## config.mk

```make
export PLATFORM = sky130hd
export DESIGN_NAME = seg7_debug_monitor
export DESIGN_NICKNAME = d
export VERILOG_FILES = /design/src/rtl/seg7_pkg.sv /design/src/rtl/hex_to_seg7.sv /design/src/rtl/seg7_debug_monitor.sv
export SDC_FILE = /design/constraint.sdc
export NUM_CORES = 1
export LEC_CHECK = 0
export CAP_MARGIN = 20
export CORE_AREA = 2 2 165 167
export CTS_BUF_LIST = sky130_fd_sc_hd__clkbuf_8
export DETAILED_ROUTE_END_ITERATION = 8
export DIE_AREA = 0 0 167 169
export GPL_TIMING_DRIVEN = 1
export MAX_ROUTING_LAYER = met4
export PLACE_DENSITY = 0.59
export SLEW_MARGIN = 40
export SYNTH_ARGS = -nofsm -noshare
export SYNTH_HDL_FRONTEND = slang
export SYNTH_HIERARCHICAL = 1
export SYNTH_SLANG_ARGS = --single-unit
```

## constraint.sdc

```tcl
create_clock -name clk -period 7 [get_ports clk]
set_input_delay 0.7 -clock clk [delete_from_list [all_inputs] [get_ports clk]]
set_output_delay 0.7 -clock clk [all_outputs]
set_load 0.01 [all_outputs]
```

## src/rtl/seg7_pkg.sv

```systemverilog
// seg7_pkg: source-select encodings, hex glyphs and digit count shared by the seven-segment debug monitor
package seg7_pkg;

    typedef enum logic [1:0] {
        SRC_STORE_DATA = 2'b00,
        SRC_STORE_ADDR = 2'b01,
        SRC_WB_RESULT  = 2'b10,
        SRC_STORE_CNT  = 2'b11
    } srcSel_t;

    localparam int DIGIT_COUNT = 8;

    localparam logic [6:0] SEG_BLANK = 7'h00;

    // Active-high {g,f,e,d,c,b,a} patterns for 0-9, A, b, C, d, E, F
    localparam logic [6:0] HEX_GLYPH [16] = '{
        7'h3F, 7'h06, 7'h5B, 7'h4F, 7'h66, 7'h6D, 7'h7D, 7'h07,
        7'h7F, 7'h6F, 7'h77, 7'h7C, 7'h39, 7'h5E, 7'h79, 7'h71
    };

endpackage

```

## src/rtl/hex_to_seg7.sv

```systemverilog
// hex_to_seg7: combinational nibble to active-high seven-segment glyph
module hex_to_seg7
    import seg7_pkg::*;
(
    input  logic [3:0] nibble,
    output logic [6:0] glyph
);

    assign glyph = HEX_GLYPH[nibble];

endmodule

```

## src/rtl/seg7_debug_monitor.sv

```systemverilog
// seg7_debug_monitor: captures pipeline write events and scans the selected 32-bit value onto an 8-digit display.
// Optional macro SEG7_BLANK_LEADING_ZERO_EN blanks digits above the most significant non-zero nibble.
module seg7_debug_monitor
    import seg7_pkg::*;
#(
    parameter int REFRESH_DIV = 50000,
    parameter int NUM_DIGITS  = DIGIT_COUNT,
    parameter bit ACTIVE_LOW  = 1'b1
) (
    input  logic        clk,
    input  logic        rst,
    input  logic        mem_write_i,
    input  logic [31:0] write_data_i,
    input  logic [31:0] alu_result_i,
    input  logic        reg_write_i,
    input  logic [31:0] result_i,
    input  logic [1:0]  src_sel_i,
    input  logic        freeze_i,
    output logic [6:0]  seg_o,
    output logic        dp_o,
    output logic [7:0]  an_o,
    output logic        capture_valid_o
);

    localparam logic [15:0] DIV_LAST  = 16'(REFRESH_DIV - 1);
    localparam logic [2:0]  IDX_LAST  = 3'(NUM_DIGITS - 1);

    logic [31:0] storeData, storeAddr, wbResult, storeCnt, selValue;
    logic        storeValid, wbValid, blankDigit, dpLit;
    logic [15:0] divCnt;
    logic [2:0]  digitIdx;
    logic [3:0]  nibble;
    logic [6:0]  glyph, segNext;
    logic [7:0]  anNext;

    always_ff @(posedge clk or negedge rst) begin
        if (!rst) begin
            storeData  <= '0;
            storeAddr  <= '0;
            wbResult   <= '0;
            storeCnt   <= '0;
            storeValid <= 1'b0;
            wbValid    <= 1'b0;
        end else if (!freeze_i) begin
            if (mem_write_i) begin
                storeData  <= write_data_i;
                storeAddr  <= alu_result_i;
                storeCnt   <= storeCnt + 32'd1;
                storeValid <= 1'b1;
            end
            if (reg_write_i) begin
                wbResult <= result_i;
                wbValid  <= 1'b1;
            end
        end
    end

    always_ff @(posedge clk or negedge rst) begin
        if (!rst) begin
            divCnt   <= '0;
            digitIdx <= '0;
        end else if (divCnt == DIV_LAST) begin
            divCnt   <= '0;
            digitIdx <= (digitIdx == IDX_LAST) ? 3'd0 : digitIdx + 3'd1;
        end else begin
            divCnt <= divCnt + 16'd1;
        end
    end

    assign selValue = (src_sel_i == SRC_STORE_DATA) ? storeData :
                      (src_sel_i == SRC_STORE_ADDR) ? storeAddr :
                      (src_sel_i == SRC_WB_RESULT)  ? wbResult  : storeCnt;

    assign capture_valid_o = (src_sel_i == SRC_WB_RESULT) ? wbValid : storeValid;

    assign nibble = selValue[{digitIdx, 2'b00} +: 4];

    hex_to_seg7 u_hex (
        .nibble(nibble),
        .glyph (glyph)
    );

`ifdef SEG7_BLANK_LEADING_ZERO_EN
    // A digit is leading-zero when it and every nibble above it are zero; digit 0 always shows
    assign blankDigit = (digitIdx != 3'd0) && ((selValue >> {digitIdx, 2'b00}) == 32'd0);
`else
    assign blankDigit = 1'b0;
`endif

    assign segNext = blankDigit ? SEG_BLANK : glyph;
    assign anNext  = 8'd1 << digitIdx;
    assign dpLit   = freeze_i && (digitIdx == 3'd7);

    always_ff @(posedge clk or negedge rst) begin
        if (!rst) begin
            an_o  <= {8{ACTIVE_LOW}};
            seg_o <= {7{ACTIVE_LOW}};
            dp_o  <= ACTIVE_LOW;
        end else begin
            an_o  <= anNext ^ {8{ACTIVE_LOW}};
            seg_o <= segNext ^ {7{ACTIVE_LOW}};
            dp_o  <= dpLit ^ ACTIVE_LOW;
        end
    end

endmodule

```

* Word level (Yosys, flattened, before mapping)
Memories as Yosys holds them, arrays and structs flattened.
Cells that the tools add are included.
Widths: inputs -> output; s select.
** Word-level totals
- Register bits :: 165
- Memory bits (read-only) :: 112
- Bits of input ports :: 103
- Output and inout bits :: 17
- Logic and storage cells :: 39
- Memories :: 1
** Cells by class
- $add $sub $neg :: 3
- Magnitude comparators :: 1
- Equality and inequality tests :: 4
- Shifts and indexed selects :: 2
- Mux-type cells :: 8
- Bitwise logic cells :: 5
- Reduce and logical (&&, ||, !) cells :: 4
** Memory list
- (no name shown) :: depth 16, width 7, read ports 1, clocked after memory_dff 0, wr ports 0, RTL line hex_to_seg7.sv:9 : assign glyph = HEX_GLYPH[nibble];
** Operator list (count)
- $mux 32 :: 3
- $add 32x1->32 const B :: 1
- $shiftx 32x6->4 :: 1
- $add 16x1->16 const B :: 1
- $eq 16x16->1 const B :: 1
- $mux 16 :: 1
- $mux 7 :: 2
- $not 8->8 :: 1
- $shl 1x3->8 const A :: 1
- $not 7->7 :: 1
- $ge 5x5->1 const B :: 1
- $not 4->5 :: 1
- $reduce_and 2->1 :: 2
- $add 3x1->3 const B :: 1
- $eq 3x3->1 const B :: 1
- $mux 3 :: 1
- $eq 2x1->1 const B :: 1
- $eq 2x2->1 const B :: 1
- $logic_not 2->1 :: 1
- $not 1->1 :: 2
- $logic_and 1x1->1 :: 1
- $mux 1 :: 1

* Depth between registers and ports, before layout
Gate-level depths: netlist (run 1).
- Depth after elaboration :: 10
- Gate-level depth with buffers :: 12
- Mapped depth without buffers :: 9

* Hierarchy
The synthesis (run 1) kept the hierarchy.
** By module, submodules not included
- seg7_debug_monitor :: times used 1, cells an instance 629, area an instance 7830.0 um^2, sequential area each 4149.0 um^2
- hex_to_seg7 :: times used 1, cells an instance 33, area an instance 290.3 um^2, sequential area each 0.0 um^2

* Worst setup path before layout (run 1)
Ideal clock, no wire load.
- Path kind :: input -> register
- From :: in src_sel_i[0]
- To :: reg seg_o[3]
- Library setup time :: 0.060 ns
- Data arrival time :: 2.843 ns
- Required time :: 6.940 ns
- Slack :: 4.098 ns
- Cell stages on the path :: 11
- Buffers on the path :: 2
- Cells stage by stage :: buf_6 > buf_8 > mux2i_1 > o22ai_1 > or4_1 > o22a_1 > inv_1 > ha_1 > inv_1 > mux4_1 > inv_1
** Between the ends
- Cells in the longest elaborated chain, start to end :: 10
- Elaborated cells between the ends (all ways) :: 12
- Classes of those cells :: 2 x eq/ne; 1 x shift; 5 x mux; 2 x bitwise; 1 x reduce/logical; 1 x memory
** RTL lines
- start, declared :: RTL line seg7_debug_monitor.sv:17 : input logic [1:0] src_sel_i,
- $eq 2x2->1 :: RTL line seg7_debug_monitor.sv:72 : (src_sel_i == SRC_WB_RESULT) ? wbResult : storeCnt;
- $mux 32 :: RTL line seg7_debug_monitor.sv:72
- $mux 32 :: RTL line seg7_debug_monitor.sv:71 : (src_sel_i == SRC_STORE_ADDR) ? storeAddr :
- $mux 32 (*) :: RTL line seg7_debug_monitor.sv:70 : assign selValue = (src_sel_i == SRC_STORE_DATA) ? storeData :
- $shiftx 32x6->4 (*) :: RTL line seg7_debug_monitor.sv:76 : assign nibble = selValue[{digitIdx, 2'b00} +: 4];
- via nibble[1] :: RTL line seg7_debug_monitor.sv:32 : logic [3:0] nibble;
- $not 4->5 (not written as such) (*) :: RTL line hex_to_seg7.sv:9
- $mem_v2 16x7 (*)
- $mux 7 (not written as such) (*) (2 in series) :: RTL line hex_to_seg7.sv:9
- via glyph[3] :: RTL line seg7_debug_monitor.sv:33 : logic [6:0] glyph, segNext;
- $not 7->7 (no source line) (*)
- end signal, assigned :: RTL line seg7_debug_monitor.sv:97 : seg_o <= {7{ACTIVE_LOW}};
- end signal, assigned :: RTL line seg7_debug_monitor.sv:101 : seg_o <= segNext ^ {7{ACTIVE_LOW}};
- end, declared :: RTL line seg7_debug_monitor.sv:19 : output logic [6:0] seg_o,
Mark *: on every way through the listed nets, which the timed path passes. The rest lies on a longest branch. The select of a mux whose other input is x is not followed.
A chain may end at the register's enable or synchronous reset.

* Worst setup path in the final report (run 1)
- From :: reg digitIdx[1]
- To :: reg seg_o[3]
** Between the ends
- Cells in the longest elaborated chain, start to end :: 6
** RTL lines
- start, declared :: RTL line seg7_debug_monitor.sv:31 : logic [2:0] digitIdx;
- start signal, assigned :: RTL line seg7_debug_monitor.sv:64 : digitIdx <= (digitIdx == IDX_LAST) ? 3'd0 : digitIdx + 3'd1;
- $shiftx 32x6->4 :: RTL line seg7_debug_monitor.sv:76
- via nibble[1] :: RTL line seg7_debug_monitor.sv:32
- $not 4->5 (not written as such) :: RTL line hex_to_seg7.sv:9
- $mem_v2 16x7
- $mux 7 (not written as such) (2 in series) :: RTL line hex_to_seg7.sv:9
- via glyph[3] :: RTL line seg7_debug_monitor.sv:33
- $not 7->7 (no source line)
The timed path passes the listed nets, and every way through them passes these cells. The select of a mux whose other input is x is not followed.

==> results.toml, run 1 <==
[detailed_routing]
drc = 0
drt_wl_total_um = 20700
dr.first_iter.drc_count = 438
drt-pass1-iter-count = 4
top_layer = "met4"
antenna_left = 0
vias = 5496
wire_per_inst_um = 18.4
met1_length_um = 10100
met2_length_um = 9490
vias_per_cell = 4.90
wl_met3_um = 960

[clocking]
cts_tree = "built"
numCtsBuffers = 17
insertion_delay_ns = 0.47
post-cts-setup-buffers = 0
cts_resized = 0
clk_pin_slew_worst_paths_ns = 0.10
root_buffer = "clkbuf_8"
cts_hold_buf = 0
htreeDepth = 4
numClockSinks = 165
cts_max_path_buffers = 2

[yosys]
seq_area_frac_synth = 0.511
yosysWarnings = 6
synth_edf_count = 0
synth_nets = 780
avgSynthCellArea_um2 = 12.3
ys_seq_elements = 165
ys_async_sr_fraction = 1.00
synth.distinct_cells = 47
postSynthCellCount = 662
syn_area_mm2 = 0.00812
ys.flop_type = "dfrtp_1"

[cells_and_area]
fill_cells = 2605
areaGrowthSynthToFinish_pct = 22.9
layout_common_cells = "148 x dfrtp_1, 117 x clkdlybuf4s50_1, 109 x mux2_2"
fin_util = 0.376
fin_nets = 886
final_area_mm2 = 0.00998
drive_gt1_frac = 0.230
n_antenna_cell = 0
final_common_cell = "dfrtp_1"

[critical_path]
worstReg2RegStart = "digitIdx[1]"
crit_path_start_kind = "register"
r2r_slack_ns = 3.54
path_class = "register to register"
cp_max_fo = 45
rr_worst_depth = 10
worstPathRequired_ns = 7.40
worstPathArrival_ns = 3.86
r2r-end = "seg_o[3]"
worstSetupEndpointType = "register"

[floorplan]
num_rows = 60
die-area_mm2 = 0.0282
core_area_mm2 = 0.0265
initial_core_util = 0.306
io_pins = 120
dieHeight_um = 169
die_w_um = 167

[grt]
grt_pass1_wl_um = 32500
grt_pass1_vias = 5566
grt_start_max_net_pins = 95
grt_antenna_before_repair = 0
gr-usage-all-layers = 0.154
grt_overflow = 0

[pwr]
p_seq_frac = 0.506
combPwrFrac = 0.184
switching_share = 0.286
clkPwrFrac = 0.310
p_switching_w = 0.000656
p_leak_nw = 4.02
internal_power_w = 0.00164
ir_drop_v = 0.000116
power_density_mw_per_mm2 = 230

[timing]
setup_viol = 0
fin_setup_tns_ns = 0
fin_crit_ns = 3.46
relSlewSlack = 0.505
post-route-period-util = 0.494
worstMarginPinSlew_ns = 0.736
max_freq_mhz = 289
finalClockSkew_ns = 0.0169
finalMaxSlewViolations = 0
hold_viol = 0
rsz0062_at_grt = "false"
fin_hold_ws_ns = 0.233

[placement]
gp_congestion = 0.863
dp_hpwl_um = 14700
placed_area_mm2 = 0.00958
io_buffers = 119

[flow_run]
drv_cap = 0

[hold_path]
hp-class = "input port to asynchronous set/reset pin"

[outcome]
outcome = "finished, final reports clean"
==> per-stage QoR <==
| step | total power [W] | setup slack [ns] | std cells |
|---|---|---|---|
| 6_report | 0.00229 | 3.54 | 1122 |
| 5_1_grt | 0.00242 | 3.35 | 1122 |
| 4_1_cts | 0.00233 | 3.52 | 1122 |
| 3_5_place_dp | 0.00161 | 3.12 | 1090 |
| 3_3_place_gp | 0.00160 | 3.18 | 1090 |
| 2_1_floorplan | 0.00140 | 4.10 | 662 |
==> cell families after synthesis <==
group                    after synthesis  synth area share
AO/OA/AOI/OAI                         66            0.0547
AND/OR/NAND/NOR                      149             0.101
adder cells (fa/ha/maj)               15            0.0231
XOR/XNOR                              45            0.0485
buffers and inverters                 59            0.0411
multiplexers                         163             0.220
flip-flops                           165             0.511
==> synthesized netlist by cell type (all sizes together), types with 5 or more instances <==
cell type    n  share of area
dfrtp      149           0.46
mux2       110           0.15
mux2i       52          0.064
xnor2       35          0.038
buf         31          0.028
nor2        26          0.012
nand2       22          0.010
a21oi       19          0.012
inv         19         0.0088
nand3       19          0.012
nand4       17          0.013
dfstp       16          0.052
nor3        16         0.0099
o22ai       16          0.012
ha          15          0.023
nand2b      11         0.0085
xor2        10          0.011
a2111oi      8         0.0094
o21ai        8         0.0049
o2bb2ai      8         0.0086
or4          8         0.0074
clkbuf       7         0.0032
nor4         6         0.0072
and3         5         0.0039
==> worst max path at each step <==
stage	from	end	slack, ns	cells past startpoint
after floorplan	src_sel_i[0]	seg_o[3]	4.10	11
after global placement	src_sel_i[1]	seg_o[3]	3.18	11
after detailed placement	src_sel_i[1]	seg_o[3]	3.12	11
after CTS	digitIdx[1]	seg_o[3]	3.52	10
after global routing	digitIdx[1]	seg_o[3]	3.35	10
final	digitIdx[1]	seg_o[3]	3.54	10
==> routing by layer <==
| layer | vias to the layer above | global-route usage |
|---|---|---|
| li1 | 2580 | - |
| met3 | 11 | 0.0372 |
| met2 | 137 | 0.226 |
| met4 | 0 | 0.0337 |
| met5 | - | - |
| met1 | 2768 | 0.217 |
==> critical path, stage by stage (launching register included) <==
cell and delay, ns:
dfrtp_2 0.37, buf_4 0.59, nand2b_1 0.41, nor3_1 0.10, or4_1 0.56, o22a_1 0.32
inv_1 0.16, ha_1 0.26, inv_1 0.05, mux4_1 0.49, inv_1 0.07
==> sequential cells by signal (all words and copies together) (netlist names) <==
name / cells
storeAddr: 32
storeCnt: 32
storeData: 32
wbResult: 32
divCnt: 16
an_o: 8
seg_o: 7
digitIdx: 3
dp_o: 1
storeValid: 1
wbValid: 1
==> power by group through the flow <==
stage,Combinational [W],Sequential [W],Clock [W]
2_1_floorplan,0.000247,0.00116,0
3_3_place_gp,0.000420,0.00118,0
3_5_place_dp,0.000426,0.00118,0
4_1_cts,0.000428,0.00116,0.000738
5_1_grt,0.000462,0.00118,0.000776
6_report,0.000423,0.00116,0.000711
==> final cells by class <==
type / count / area (µm²) / area share
inverters: 21 / 78.8 / 0.00790
clock buffers: 17 / 234 / 0.0235
flip-flops and latches: 165 / 4150 / 0.416
clock inverters: 15 / 165 / 0.0166
multi-input cells: 438 / 3680 / 0.369
repair buffers: 125 / 1240 / 0.125
well taps: 341 / 427 / 0.0428
No activity file was read; power rests on OpenSTA's default activity.
==> run 2, diff against run 1 <==
==> constraint.sdc (replaced) <==
create_clock -name clk -period 3.2 [get_ports clk]
set_input_delay 0.32 -clock clk [delete_from_list [all_inputs] [get_ports clk]]
set_output_delay 0.32 -clock clk [all_outputs]
set_load 0.01 [all_outputs]
==> run 2 against run 1 <==
Sequential power is 120% higher. Non-clock buffer count is 36 higher. Clock power grew to 2.6 times the previous value. Total power is 130% higher. Cell area is 4.1% higher. Combinational power is 130% higher. Routed wire length is 1.1% lower. Worst setup slack worse by 3.3 ns. Critical endpoint unchanged. Global-route usage is 0.053 points lower. Largest cell class unchanged. Hold slack better by 0.10 ns. Fmax is 15% higher.
==> results.toml, run 2 (synthesis results as in run 1) <==
[outcome]
outcome = "finished, final reports clean"

[timing]
setup_viol = 0
hold_viol = 0
relSlewSlack = 0.633
fin_hold_ws_ns = 0.336
max_freq_mhz = 333
post-route-period-util = 0.939
rsz0062_at_grt = "false"
fin_setup_tns_ns = 0
fin_crit_ns = 3.00
finalMaxSlewViolations = 0
worstMarginPinSlew_ns = 0.537
finalClockSkew_ns = 0.0111

[floorplan]
num_rows = 60
die-area_mm2 = 0.0282
die_w_um = 167
initial_core_util = 0.306
dieHeight_um = 169
io_pins = 120
core_area_mm2 = 0.0265

[clocking]
clk_pin_slew_worst_paths_ns = 0.09
numCtsBuffers = 17
cts_tree = "built"
htreeDepth = 4
root_buffer = "clkbuf_8"
numClockSinks = 165
insertion_delay_ns = 0.47
cts_max_path_buffers = 2

[detailed_routing]
antenna_left = 0
drt-pass1-iter-count = 4
dr.first_iter.drc_count = 296
vias = 5591
drt_wl_total_um = 20500
wire_per_inst_um = 17.7
drc = 0
vias_per_cell = 4.83

[cells_and_area]
final_common_cell = "dfrtp_1"
fin_nets = 922
layout_common_cells = "148 x dfrtp_1, 117 x clkdlybuf4s50_1, 109 x mux2_2"
areaGrowthSynthToFinish_pct = 27.9
drive_gt1_frac = 0.262
stdcell_count = 1158
fill_cells = 2545
n_antenna_cell = 0

[grt]
grt_pass1_vias = 5715
grt_antenna_before_repair = 0
grt_overflow = 0
grt_start_max_net_pins = 86
gr-usage-all-layers = 0.154
grt_pass1_wl_um = 32300

[placement]
io_buffers = 119
place_inst = 1125
dp_hpwl_um = 15200
gp_congestion = 0.932

[hold_path]
hp-class = "input port to asynchronous set/reset pin"

[pwr]
ir_drop_v = 0.000292
power_density_mw_per_mm2 = 516
finalPower_w = 0.00536
p_leak_nw = 4.22

[flow_run]
drv_cap = 0

[critical_path]
crit_buf_inv = 4
worstPathRequired_ns = 3.61
crit_path_start_kind = "register"
critPathMaxStageDelay_ns = 0.60
path_delay_family = "multiplexers"
worstPathCellList = "buf_4 > mux2_2 > o22ai_1 > a2111oi_1 > buf_4 > o22a_1 > inv_1 > ha_1 > mux4_1 > inv_1"
slowest_stage = "dfrtp_4"
worstSetupEndpointType = "register"
cp_max_fo = 13
worstPathArrival_ns = 3.42
path_class = "register to register"
## run 2: stage by stage
stage / area (µm²) / util / worst slack (ns)
after floorplan: 8120 / - / 0.617
after global placement: 9890 / 0.373 / 0.0885
after detailed placement: 9890 / 0.373 / 0.0471
after CTS: 10400 / 0.392 / 0.125
after global routing: 10400 / 0.392 / 0.0256
final: 10400 / 0.392 / 0.195
## run 2: timing repair
action                                 4_1_cts  5_1_grt
buffers inserted                             0        0
gates resized for setup                      0        3
hold buffers                                 1        0
endpoints found under the hold margin       40        0
setup endpoints to repair                    0        1
## run 2: worst paths after layout
| check | cells after the start | slack (ns) | from | to |
|---|---|---|---|---|
| worst min-delay path | 2 | 0.34 | rst | divCnt[7] |
| worst max register to register | 10 | 0.20 | digitIdx[1] | seg_o[3] |
| worst min register to register | 1 | 0.47 | wbValid | wbValid |
| max in group asynchronous | 3 | 1.99 | rst | storeCnt[0] |
| worst max-delay path | 10 | 0.20 | digitIdx[1] | seg_o[3] |
| min in group clk | 2 | 0.46 | result_i[30] | wbResult[30] |
## run 2: where the power goes
group / total (W) / switching, W / internal [W]
sequential: 0.00254 / 0.000183 / 0.00236
clock: 0.00184 / 0.000823 / 0.00102
combinational: 0.000983 / 0.000406 / 0.000577
## run 2: cell type report
type                    count  area, µm²  area share
well taps                 341        427      0.0411
inverters                  21       78.8     0.00759
clock inverters            15        250      0.0241
repair buffers            161       1590       0.153
clock buffers              17        234      0.0225
flip-flops and latches    165       4150       0.400
multi-input cells         438       3650       0.352
## run 2: per-layer routing
metal / wire length (µm) / vias to the layer above / global-route usage
met4: 295 / 0 / 0.0409
met1: 10100 / 2778 / 0.217
met3: 996 / 19 / 0.0346
met2: 9040 / 136 / 0.222
li1: - / 2658 / -
met5: 0 / - / -
==> run 3, diff against run 2 <==
--- a/config.mk
+++ b/config.mk
@@ -13,6 +13,7 @@
 export GPL_TIMING_DRIVEN = 1
 export MAX_ROUTING_LAYER = met4
 export PLACE_DENSITY = 0.59
+export REMOVE_ABC_BUFFERS = 1
 export SLEW_MARGIN = 40
 export SYNTH_ARGS = -nofsm -noshare
 export SYNTH_HDL_FRONTEND = slang
==> run 3 against run 2 <==
Critical path depth rose by 1. Routed wire length fell by 3.2%. Final cell count rose by 1.7%. Clock skew rose by 0.0092 ns. Combinational power barely moved. Cell area barely moved. Total power fell by 6.0%. First-iteration DRC count rose by 11%. Count of clock-buffer cells in the layout rose by 1. Critical endpoint unchanged. Highest routed layer unchanged.
==> results.toml, run 3 (synthesis results as in run 1) <==
[outcome]
outcome = "finished, final reports clean"

[flow_run]
drv_cap = 0

[cells_and_area]
final_common_cell = "dfrtp_1"
areaGrowthSynthToFinish_pct = 28.0
layout_common_cells = "148 x dfrtp_1, 117 x clkdlybuf4s50_1, 109 x mux2_2"
fin_nets = 942
drive_gt1_frac = 0.278
n_antenna_cell = 0
fin_util = 0.392

[grt]
grt_pass1_wl_um = 31900
grt_overflow = 0
grt_start_max_net_pins = 82
gr-usage-all-layers = 0.149
grt_antenna_before_repair = 0
grt_pass1_vias = 5724

[detailed_routing]
drt-pass1-iter-count = 4
drt_wl_total_um = 19800
dr.first_iter.drc_count = 328
vias = 5617
antenna_left = 0
wire_per_inst_um = 16.8
drc = 0
vias_per_cell = 4.77

[pwr]
clkPwrFrac = 0.298
combPwrFrac = 0.200
p_leak_nw = 4.26
switching_share = 0.294
internal_power_w = 0.00356
p_seq_frac = 0.502
power_density_mw_per_mm2 = 485
ir_drop_v = 0.000245
p_switching_w = 0.00148

[timing]
worstMarginPinSlew_ns = 0.664
fin_crit_ns = 3.09
max_freq_mhz = 324
setup_ws_ns = 0.111
hold_viol = 0
relSlewSlack = 0.557
fin_setup_tns_ns = 0
post-route-period-util = 0.965
rsz0062_at_grt = "false"
finalMaxSlewViolations = 0
setup_viol = 0
finalClockSkew_ns = 0.0203

[critical_path]
worstPathArrival_ns = 3.50
worstPathRequired_ns = 3.62
crit_start = "digitIdx[1]"
path_class = "register to register"
cp_max_fo = 10
worstReg2RegStart = "digitIdx[1]"
crit_path_start_kind = "register"
worstSetupEndpointType = "register"

[placement]
dp_hpwl_um = 14600
io_buffers = 119
gp_congestion = 0.838
place_ws_ns = -0.0859

[floorplan]
num_rows = 60
die_w_um = 167
initial_core_util = 0.306
io_pins = 120
core_area_mm2 = 0.0265
die-area_mm2 = 0.0282
dieHeight_um = 169

[clocking]
cts_max_path_buffers = 2
numCtsBuffers = 17
insertion_delay_ns = 0.47
root_buffer = "clkbuf_8"
numClockSinks = 165
htreeDepth = 4
cts_tree = "built"
clk_pin_slew_worst_paths_ns = 0.10

[hold_path]
hp-class = "input port to asynchronous set/reset pin"
==> run 3: cell count changes in the layout (fill, tap and decap cells not counted), sizes merged <==
| cell | before | now |
|---|---|---|
| buf | 43 | 62 |
| bufinv | 6 | 0 |
| clkbuf | 17 | 19 |
| clkinv | 4 | 5 |
| clkinvlp | 3 | 1 |
| inv | 23 | 29 |
==> run 3: final timing paths <==
check | end | cells after the start | slack (ns)
min in group clk | storeData[16] | 2 | 0.45
setup / recovery | seg_o[3] | 11 | 0.11
setup reg to reg | seg_o[3] | 11 | 0.11
hold reg to reg | wbValid | 1 | 0.47
max in group asynchronous | wbResult[29] | 3 | 1.92
hold / removal | divCnt[13] | 2 | 0.43
==> run 3: area by class of cell <==
cell class / count / area [µm²]
flip-flops and latches: 165 / 4150
clock buffers: 18 / 248
repair buffers: 181 / 1710
well taps: 341 / 427
inverters: 21 / 78.8
clock inverters: 14 / 133
multi-input cells: 438 / 3650
fillers: 2545 / 16100
==> run 3: per-stage QoR <==
stage               cells  total power (W)  hold WS, ns  cell area [µm²]
finish               1178          0.00504        0.434            10400
global route         1178          0.00532        0.416            10400
CTS                  1177          0.00512        0.414            10400
detailed placement   1144          0.00359        0.433             9990
global placement     1144          0.00358        0.424             9990
floorplan             624          0.00304       0.0244             7870
==> run 3: repair_timing <==
action	4_1_cts	5_1_grt
setup endpoints to repair	0	1
endpoints found under the hold margin	69	0
gates resized for setup	0	1
hold buffers	1	0
buffers inserted	0	1
==> run 3: critical path, stage by stage (launching register included) <==
cell and delay, ns:
dfrtp_4 0.55, buf_4 0.20, mux2i_1 0.35, o22ai_1 0.15, or4_1 0.48, o22a_1 0.24
inv_1 0.10, buf_4 0.12, ha_1 0.23, inv_1 0.05, mux4_1 0.48, inv_1 0.07
==> run 3: power groups by stage <==
stage	Clock [W]	Combinational, W	Sequential (W)
after floorplan	0	0.000509	0.00253
after global placement	0	0.00101	0.00257
after detailed placement	0	0.00102	0.00257
after CTS	0.00156	0.00103	0.00253
after global routing	0.00165	0.00111	0.00257
final	0.00150	0.00101	0.00253
==> run 3: per-layer routing <==
layer,track usage,up-vias,part of all wire
li1,-,2710,-
met1,0.206,2762,0.49
met2,0.225,126,0.46
met3,0.0288,19,0.038
met4,0.0379,0,0.014
met5,-,-,0
